`src/rtl/nba_seq_ctrl.sv`:
```
// Three-state sequencer: a bitwise a/b/c/d update runs for a latched number of steps.
// Define NBA_SEQ_BLOCKING_EN to chain each step's updates in order instead of in parallel.
module nba_seq_ctrl #(
  parameter int WIDTH = 32,
  parameter int CNT_W = 8
) (
  input  logic             clk,
  input  logic             rst,
  input  logic             start,
  input  logic             abort,
  input  logic [WIDTH-1:0] a_in,
  input  logic [WIDTH-1:0] b_in,
  input  logic [WIDTH-1:0] c_in,
  input  logic [WIDTH-1:0] d_in,
  input  logic [CNT_W-1:0] steps,
  output logic [WIDTH-1:0] a_out,
  output logic [WIDTH-1:0] b_out,
  output logic [WIDTH-1:0] c_out,
  output logic [WIDTH-1:0] d_out,
  output logic [CNT_W-1:0] step_cnt,
  output logic             busy,
  output logic             done
);

  typedef enum logic [1:0] {
    IDLE = 2'd0,
    RUN  = 2'd1,
    DONE = 2'd2
  } state_t;

  state_t           r_state;
  logic [WIDTH-1:0] r_a;
  logic [WIDTH-1:0] r_b;
  logic [WIDTH-1:0] r_c;
  logic [WIDTH-1:0] r_d;
  logic [CNT_W-1:0] r_cnt;
  logic [CNT_W-1:0] r_steps;

  logic [WIDTH-1:0] w_a;
  logic [WIDTH-1:0] w_c;
  logic [WIDTH-1:0] w_d;
  logic [CNT_W-1:0] w_cnt_inc;
  logic             w_last;

  assign w_cnt_inc = r_cnt + CNT_W'(1);
  assign w_last    = (r_cnt == (r_steps - CNT_W'(1)));

`ifdef NBA_SEQ_BLOCKING_EN
  // d and c see the freshly computed a within the same step
  always_comb begin
    w_a = r_b & r_c;
    w_d = w_a ^ r_d;
    w_c = w_a | r_b;
  end
`else
  always_comb begin
    w_a = r_b & r_c;
    w_d = r_a ^ r_d;
    w_c = r_a | r_b;
  end
`endif

  always_ff @(posedge clk or posedge rst) begin
    if (rst) begin
      r_state <= IDLE;
      r_a     <= '0;
      r_b     <= '0;
      r_c     <= '0;
      r_d     <= '0;
      r_cnt   <= '0;
      r_steps <= '0;
    end else begin
      case (r_state)
        IDLE: begin
          if (start) begin
            r_a     <= a_in;
            r_b     <= b_in;
            r_c     <= c_in;
            r_d     <= d_in;
            r_steps <= steps;
            r_cnt   <= '0;
            r_state <= (steps == '0) ? DONE : RUN;
          end
        end
        RUN: begin
          // abort takes priority, even over the final step
          if (abort) begin
            r_state <= IDLE;
          end else begin
            r_a   <= w_a;
            r_c   <= w_c;
            r_d   <= w_d;
            r_cnt <= w_cnt_inc;
            if (w_last) r_state <= DONE;
          end
        end
        DONE:    r_state <= IDLE;
        default: r_state <= IDLE;
      endcase
    end
  end

  assign a_out    = r_a;
  assign b_out    = r_b;
  assign c_out    = r_c;
  assign d_out    = r_d;
  assign step_cnt = r_cnt;
  assign busy     = (r_state == RUN);
  assign done     = (r_state == DONE);

endmodule

```
`config.mk`:
```
export PLATFORM = sky130hd
export DESIGN_NAME = nba_seq_ctrl
export DESIGN_NICKNAME = d
export VERILOG_FILES = /design/src/rtl/nba_seq_ctrl.sv
export SDC_FILE = /design/constraint.sdc
export NUM_CORES = 1
export LEC_CHECK = 0
export ABC_AREA = 1
export BUFFER_PORTS_ARGS = -buffer_cell sky130_fd_sc_hd__buf_4
export CORE_AREA = 2 2 118 120
export DETAILED_ROUTE_END_ITERATION = 16
export DIE_AREA = 0 0 120 122
export PLACE_DENSITY_LB_ADDON = 0.25
export REMOVE_ABC_BUFFERS = 1
export SYNTH_ARGS = -nofsm -noshare
export SYNTH_HDL_FRONTEND = slang
export SYNTH_SLANG_ARGS = --single-unit
```
`constraint.sdc`:
```
create_clock -name clk -period 10.55 [get_ports clk]
set_input_delay 2.11 -clock clk [delete_from_list [all_inputs] [get_ports clk]]
set_output_delay 2.11 -clock clk [all_outputs]
set_load 0.02 [all_outputs]
```
==> results_dict.tcl, run 1 <==
set metrics [dict create \
    fmax_mhz 177 \
    end_kind "flop" \
    grt_max_degree 103 \
    wl_per_cell_um 16.3 \
    cp.arrival_ns 5.91 \
    initial_core_util 0.518 \
    cts_buffers 17 \
    syn-cell-area_um2 7000 \
    ys_ff_latch 146 \
    ys_warn_count 0 \
    syn_inst 844 \
    pwr_density_cell_nw_per_um2 347 \
    path_clk_slew_ns 0.06 \
    synthAdderAreaFrac 0.00358 \
    hold_class "flop to flop" \
    drt-total-wl_mm 21.0 \
    route.detailed.drc 0 \
    ir_worst_vdd_mv 0.209 \
    core_um2 13500 \
    grt_use_met2 0.461 \
    num_antenna_cells 0 \
    clk_latency_ns 0.42 \
    portBuffers 277 \
    fillers 1066 \
    grt_pass1_wl_mm 33.3 \
    slew_viol_final 0 \
    crit_path_start_kind "primary input" \
    gr-usage-met1 0.391 \
    cts_num_sinks 146 \
    synthMuxAreaShare 0.0157 \
    die_y_um 122 \
    first_pass_iters 5 \
    gp_congestion 0.801 \
    drt_first_iter_violations 801 \
    synth_compound_area_frac 0.118 \
    grt_antenna_before_repair 0 \
    fin_nets 1238 \
    vias_per_cell 5.37 \
    status "completed" \
    placed_area_um2 9130 \
    post_cts_buffers 0 \
    yosys.area_share.simple 0.245 \
    seq_area_frac_synth 0.522 \
    cts_tree "built" \
    maxSlewHeadroom 0.261 \
    final-hold-violation-count 0 \
    cts-hold-fix-buffers 0 \
    grt_remaining_overflow 0 \
    drive_gt1_frac 0.287 \
    clockRootBuffer "clkbuf_16" \
    synthXorXnorAreaFrac 0.0476 \
    power.leakage_uw 0.00490 \
    synth.avg_cell_area_um2 8.29 \
    area_growth_pct 39.1 \
    grt.busiest_layer "met2" \
    postCtsResizedCells 0 \
    fin_setup_tns_ns 0 \
    rsz0062_at_grt "false" \
    setup_viol 0 \
    clockBufferDepth 2 \
    die-area_um2 14600 \
    drtAntennaViolNets 0 \
    grt_pass1_vias 6367 \
    synth_top_family_by_area "simple AND/OR/NAND/NOR gates" \
    required_ns 10.81 \
    hpwl_mm 14.4 \
    period_share 0.536 \
    rows 43 \
    netlist-cell-type-count 24 \
    worst-setup-path-type "primary input to flop" \
    clock_skew_ns 0.00838 \
    path_max_fanout 102 \
    fp.dieW_um 120 \
    ios 278 \
    vias 6919 \
    global_route.usage.met3 0.0693 \
    worstMarginPinSlew_ns 1.11 \
    track_usage 0.291 \
    h-tree-depth 4 \
    maxCapViolations 0 \
    fin_area_um2 9730 \
    min_period_ns 5.65 \
]
[per-stage QoR]
stage	cells	worst slack (ns)	utilization	hold WS [ns]	power [uW]
floorplan	795	4.52	-	0.472	2060
global placement	1257	4.67	0.676	0.494	2730
detailed placement	1257	4.60	0.676	0.492	2770
CTS	1289	5.01	0.721	0.505	3390
global route	1289	4.59	0.721	0.525	3620
finish	1289	4.90	0.721	0.502	3380
[Yosys cell counts, drive strengths merged]
cell type | count | area, um2
a21oi | 3 | 15.0
a31oi | 32 | 200
buf | 32 | 161
clkbuf | 17 | 63.8
dfrtp | 146 | 3650
ha | 2 | 25.0
inv | 29 | 109
mux2i | 11 | 110
nand2 | 243 | 915
nand3 | 45 | 225
nand4 | 1 | 6.26
nor2 | 96 | 375
nor3 | 38 | 195
o21ai | 89 | 445
o31ai | 22 | 165
xnor2 | 2 | 17.5
xor2 | 36 | 315
[sequential cells by signal, summed over array words and instances (netlist names)]
register	count
a_out	32
b_out	32
c_out	32
d_out	32
r_state	2
r_steps	8
step_cnt	8
[critical path: stages]
cell,delay [ns]
buf_4,0.12
nand2_2,0.68
inv_2,0.58
nor2_4,0.19
buf_4,0.77
inv_2,0.51
buf_4,0.48
nor2_1,0.18
a31oi_1,0.07
[layer usage]
layer | wire, um | part of all wire
met5 | 0 | 0
met2 | 10200 | 0.48
met3 | 1430 | 0.068
met1 | 8910 | 0.42
met4 | 476 | 0.023
[cell type report]
type,instances,area (um2),share of cell area
clock buffer,29,541,0.0555
sequential,146,3650,0.375
inverter,29,114,0.0117
clock inverter,3,65.1,0.00668
multi-input combinational,620,3020,0.310
tap,180,225,0.0231
timing repair buffer,282,2120,0.218
[path summary, 6_finish.rpt]
check,startpoint,end,slack [ns],cells after the start
max,start,a_out[20]$_DFFE_PP0P_,4.90,9
min,r_steps[7]$_DFFE_PP0P_,r_steps[7]$_DFFE_PP0P_,0.50,2
max reg2reg,r_state[0]$_DFFE_PP0P_,a_out[20]$_DFFE_PP0P_,6.15,9
min reg2reg,r_steps[7]$_DFFE_PP0P_,r_steps[7]$_DFFE_PP0P_,0.50,2
max in group asynchronous,rst,d_out[20]$_DFFE_PP0P_,7.39,3
min in group asynchronous,rst,r_steps[0]$_DFFE_PP0P_,1.78,2
[power by group]
| part | internal (uW) | switching, uW | total, uW |
|---|---|---|---|
| combinational | 650 | 982 | 1630 |
| sequential | 833 | 304 | 1140 |
| clock | 392 | 220 | 612 |
| total | 1880 | 1510 | 3380 |
[placed cells by master (no fill, tap or decap), types with 15 or more instances in the layout]
cell type and n:
buf_4 282, inv_1 25, o21ai_0 74, clkbuf_16 17, o21ai_1 15, nand3_1 45
xor2_1 36, a31oi_1 32, nor3_1 37, nor2_1 94, nand2_1 241, dfrtp_1 146
o31ai_1 22
[logic make-up (layout without fill, tap and decap cells)]
| group | Yosys count | after routing |
|---|---|---|
| AO/OA/AOI/OAI | 146 | 146 |
| XOR/XNOR | 38 | 38 |
| adder cells (fa/ha/maj) | 2 | 2 |
| buffers and inverters | 78 | 343 |
| flip-flops | 146 | 146 |
| multiplexers | 11 | 11 |
| AND/OR/NAND/NOR | 423 | 423 |
Note: power is estimated with default switching activity, not from simulation.
==> inputs of run 2 (changes only) <==
- CORE_AREA: 2 2 118 120 -> 2 2 123 125
- DIE_AREA: 0 0 120 122 -> 0 0 125 127
- clock period: 10.55 -> 5.86 ns (I/O delays scaled with it)
==> run 2 against run 1 <==
Total power is 83% higher. Die area is 8.4% higher. Clock skew is 0.0031 ns lower. Sequential power is 80% higher. Wire length is 1.3% higher. Flip-flop and latch count stayed put.
==> results_dict.tcl, run 2 (synthesis results as in run 1) <==
set metrics [dict create \
    fin_hold_ws_ns 0.507 \
    grt_max_degree 106 \
    vias 7003 \
    maxSlewHeadroom 0.266 \
    grt_remaining_overflow 0 \
    fmax_mhz 275 \
    power.total_uw 6200 \
    place_ws_ns 2.11 \
    grt_antenna_before_repair 0 \
    end_kind "output pin" \
    multi_input_area_um2 3020 \
    min_period_ns 3.63 \
    placed_area_um2 9140 \
    clock_skew_ns 0.00525 \
    fin_setup_tns_ns 0 \
    fillers 1217 \
    grt_pass1_vias 6646 \
    drtAntennaViolNets 0 \
    most-common-layout-cells "buf_4, nand2_1, dfrtp_1" \
    initial_core_util 0.485 \
    gp_congestion 0.819 \
    crit_path_start_kind "flop" \
    ir_worst_vdd_mv 0.442 \
    layout_commonest_cell "buf_4" \
    core_um2 14400 \
    wl_per_cell_um 16.4 \
    hold_class "flop to flop" \
    wl_met1_mm 8.76 \
    timing.final.ws_setup_ns 2.23 \
    path_cells "inv_1 > nand2_4 > inv_2 > buf_4 > buf_4" \
    ios 278 \
    met3_length_mm 1.70 \
    slew_viol_final 0 \
    rows 44 \
    fin_nets 1239 \
    rsz0062_at_grt "false" \
    path_clk_slew_ns 0.06 \
    num_antenna_cells 0 \
    regArea_um2 3650 \
    required_ns 4.69 \
    clockBufferDepth 2 \
    highest_layer "met4" \
    worst-setup-path-type "flop to output pin" \
    track_usage 0.266 \
    area_growth_pct 39.9 \
    first_pass_iters 5 \
    die_y_um 127 \
    status "completed" \
    cts_tree "built" \
    post_cts_buffers 0 \
    path_max_fanout 87 \
    period_share 0.620 \
    final-hold-violation-count 0 \
    route.detailed.drc 0 \
    cts_buffers 17 \
    vias_per_cell 5.41 \
    grt_pass1_wl_mm 34.1 \
    cp_slowest_cell "buf_4" \
    power.leakage_uw 0.00492 \
    drt_first_iter_violations 523 \
    fin_area_um2 9790 \
    pwr_density_cell_nw_per_um2 634 \
    cts_num_sinks 146 \
    portBuffers 277 \
    cpPeakStageDelay_ns 0.71 \
    clockRootBuffer "clkbuf_16" \
    setup_viol 0 \
    worstMarginPinSlew_ns 1.10 \
    r2r_setup_slack_ns 2.69 \
    cp.arrival_ns 2.46 \
    maxCapViolations 0 \
    drive_gt1_frac 0.292 \
    cpMostUsedCell "buf_4" \
    cts-hold-fix-buffers 0 \
    postCtsResizedCells 0 \
    drt-total-wl_mm 21.3 \
    dr_wl_met2_mm 10.3 \
    die-area_um2 15900 \
    h-tree-depth 4 \
    hpwl_mm 14.1 \
    clk_latency_ns 0.41 \
    fp.dieW_um 125 \
]
==> run 2: through the flow <==
stage	utilization	std cells
after floorplan	-	795
after global placement	0.634	1262
after detailed placement	0.634	1262
after CTS	0.679	1294
after global routing	0.679	1294
final	0.679	1294
==> run 2: critical path: cells and delay by family, from the launching register on <==
kind	cells	cell delay [ns]
buf+inv	4	1.24
simple gates	1	0.34
flops	1	0.41
==> run 2: cell type report <==
cell class | count | area share
Multi-Input combinational cell | 620 | 0.308
Sequential cell | 146 | 0.373
Clock inverter | 14 | 0.0215
Clock buffer | 18 | 0.0449
Inverter | 29 | 0.0116
Tap cell | 184 | 0.0235
Timing Repair Buffer | 283 | 0.217
==> run 2: report_power, final <==
group	total (uW)	internal, uW	leakage (uW)	switching [uW]
clock	1200	766	0.000312	432
sequential	2050	1500	0.00177	547
combinational	2960	1170	0.00284	1790
total	6200	3440	0.00492	2770
==> run 2: routing by layer <==
layer  track usage  vias up
met3        0.0737       35
met1         0.341     3353
met4        0.0922        0
met2         0.437      312
li1              -     3303
met5             0        -
==> run 2: path summary, 6_finish.rpt <==
path	start	end	cells after the start
worst max-delay path	r_state[1]$_DFFE_PP0P_	busy	5
worst min-delay path	r_steps[7]$_DFFE_PP0P_	r_steps[7]$_DFFE_PP0P_	2
worst max register to register	r_state[0]$_DFFE_PP0P_	c_out[4]$_DFFE_PP0P_	8
worst min register to register	r_steps[7]$_DFFE_PP0P_	r_steps[7]$_DFFE_PP0P_	2
max in group asynchronous	rst	a_out[23]$_DFFE_PP0P_	3
min in group asynchronous	rst	b_out[7]$_DFFE_PP0P_	2
==> inputs of run 3 (changes only) <==
- ABC_AREA: 1 -> 0
- CORE_AREA: 2 2 123 125 -> 2 2 129 131
- DIE_AREA: 0 0 125 127 -> 0 0 131 133
- clock period: 5.86 -> 3.15 ns (I/O delays scaled with it)
==> run 3 against run 2 <==
Non-clock buffer count up 7. Register-to-register slack worse by 1.6 ns. Die area up 9.8%. Clock power up 63%. Worst hold slack worse by 0.20 ns. Total power up 84%. Final area up 0.64%. Synthesized area down 0.88%. Utilization down 6.9 points. Critical endpoint unchanged. Largest cell class unchanged.
==> results_dict.tcl, run 3 <==
set metrics [dict create \
    grt_use_met2 0.371 \
    power.leakage_uw 0.00458 \
    grt_pass1_wl_mm 31.6 \
    rows 47 \
    setup_viol 0 \
    final_util 0.609 \
    place_ws_ns 0.864 \
    crit_path_start_kind "flop" \
    clockRootBuffer "clkbuf_16" \
    path_clk_slew_ns 0.06 \
    syn-cell-area_um2 6940 \
    die-area_um2 17400 \
    drive_gt1_frac 0.367 \
    ys_ff_latch 146 \
    cts_tree "built" \
    timing.critical_path.from "r_state[1]$_DFFE_PP0P_" \
    clockBufferDepth 2 \
    clk_latency_ns 0.42 \
    ios 278 \
    synthArstFlopShare 1.00 \
    area_growth_pct 42.0 \
    status "completed" \
    h-tree-depth 4 \
    synthTopCellsByCount "dfrtp_1, o21ai_0, nand2_1" \
    drt-total-wl_mm 20.0 \
    initial_core_util 0.429 \
    grt_antenna_before_repair 0 \
    path_cells "nand2b_4 > clkinv_2 > buf_4" \
    pwr_density_cell_nw_per_um2 1160 \
    synth_edf_count 0 \
    cp_top_family "flip-flops" \
    end_kind "output pin" \
    gr-usage-met1 0.300 \
    cts-hold-fix-buffers 0 \
    worst-path-buf-inv 2 \
    gp_congestion 0.889 \
    most-common-layout-cells "buf_4, dfrtp_1, o21ai_0" \
    global_route.usage.met3 0.0619 \
    synthTopCellsByArea "dfrtp_1, o21ai_0, mux2_2, nand3_1, nand2_1" \
    vias_per_cell 5.24 \
    syn_inst 741 \
    grt_remaining_overflow 0 \
    drtAntennaViolNets 0 \
    synthFlopType "dfrtp_1" \
    cp_slowest_cell "dfrtp_1" \
    grt_pass1_vias 6123 \
    reg2reg_from "r_state[0]$_DFFE_PP0P_" \
    core_um2 16200 \
    wl_per_cell_um 16.3 \
    grt_max_degree 74 \
    fmax_mhz 436 \
    worstMarginPinSlew_ns 0.757 \
    ir_worst_vdd_mv 0.586 \
    num_antenna_cells 0 \
    maxCapViolations 0 \
    synth.most_common_cell "dfrtp_1" \
    fp.dieW_um 131 \
    ys_warn_count 0 \
    synth_top_area_cell "dfrtp_1" \
    path_max_fanout 16 \
    worst-setup-path-type "flop to output pin" \
    seq_area_frac_synth 0.527 \
    vias 6452 \
    portBuffers 277 \
    hold_class "primary input to async pin" \
    placed_area_um2 9280 \
    cpPeakStageDelay_ns 0.56 \
    required_ns 2.52 \
    cp.arrival_ns 1.66 \
    die_y_um 133 \
    multi_input_area_um2 2960 \
    layout_commonest_cell "buf_4" \
    netlist.area_leader.share 0.527 \
    fin_area_um2 9850 \
    fin_nets 1140 \
    route.detailed.drc 0 \
    postCtsResizedCells 0 \
    rsz0062_at_grt "false" \
    maxSlewHeadroom 0.494 \
    regArea_um2 3650 \
    post_cts_buffers 0 \
    clock_skew_ns 0.00742 \
    fillers 1415 \
    min_period_ns 2.29 \
    drt_first_iter_violations 344 \
    slew_viol_final 0 \
    period_share 0.728 \
    hpwl_mm 13.8 \
    cts_buffers 17 \
    grt.busiest_layer "met2" \
    cts_num_sinks 146 \
    synth.avg_cell_area_um2 9.36 \
    final-hold-violation-count 0 \
    first_pass_iters 5 \
    track_usage 0.231 \
    timing.final.ws_setup_ns 0.858 \
    netlist-cell-type-count 40 \
]
-- run 3: cell count changes after synthesis, sizes merged, moves of 33 or more --
cell	change
nand2	-169
o21ai	+46
nor2	-54
mux2	+37
or3	+33
nor3	-37
-- run 3: where the power goes --
group | internal (uW) | switching [uW]
combinational | 2420 | 3250
sequential | 2820 | 957
clock | 1160 | 797
-- run 3: through the flow --
step           cells  hold WS (ns)  total power [uW]  setup TNS [ns]
3_5_place_dp    1199         0.500              9490               0
3_3_place_gp    1199         0.491              9370               0
5_1_grt         1231         0.327             12200               0
6_report        1231         0.305             11400               0
2_1_floorplan    689         0.502              7020         -386.50
4_1_cts         1231         0.312             11500               0
-- run 3: metal layers --
metal,part of all wire,up-vias
met2,0.49,216
met5,0,-
met1,0.42,3072
li1,-,3139
met3,0.069,25
met4,0.019,0
-- run 3: logic make-up after synthesis --
group / share of synthesized area
AND/OR/NAND/NOR: 0.165
AO/OA/AOI/OAI: 0.175
flip-flops: 0.527
buffers and inverters: 0.0501
multiplexers: 0.0615
XOR/XNOR: 0.0177
adder cells (fa/ha/maj): 0.00361
-- run 3: final timing paths --
kind	to	cells after the start	slack, ns
hold / removal	b_out[30]$_DFFE_PP0P_	2	0.31
setup reg to reg	d_out[27]$_DFFE_PP0P_	5	1.07
min in group clk	b_out[8]$_DFFE_PP0P_	2	0.44
setup / recovery	busy	3	0.86
max in group asynchronous	b_out[1]$_DFFE_PP0P_	3	2.11
hold reg to reg	c_out[26]$_DFFE_PP0P_	2	0.51
-- run 3: final cells by class --
class / count / share of cell area
clock inverters: 13 / 0.0137
multi-input cells: 504 / 0.301
repair buffers: 290 / 0.227
well taps: 220 / 0.0279
flip-flops and latches: 146 / 0.371
clock buffers: 19 / 0.0439
inverters: 39 / 0.0155
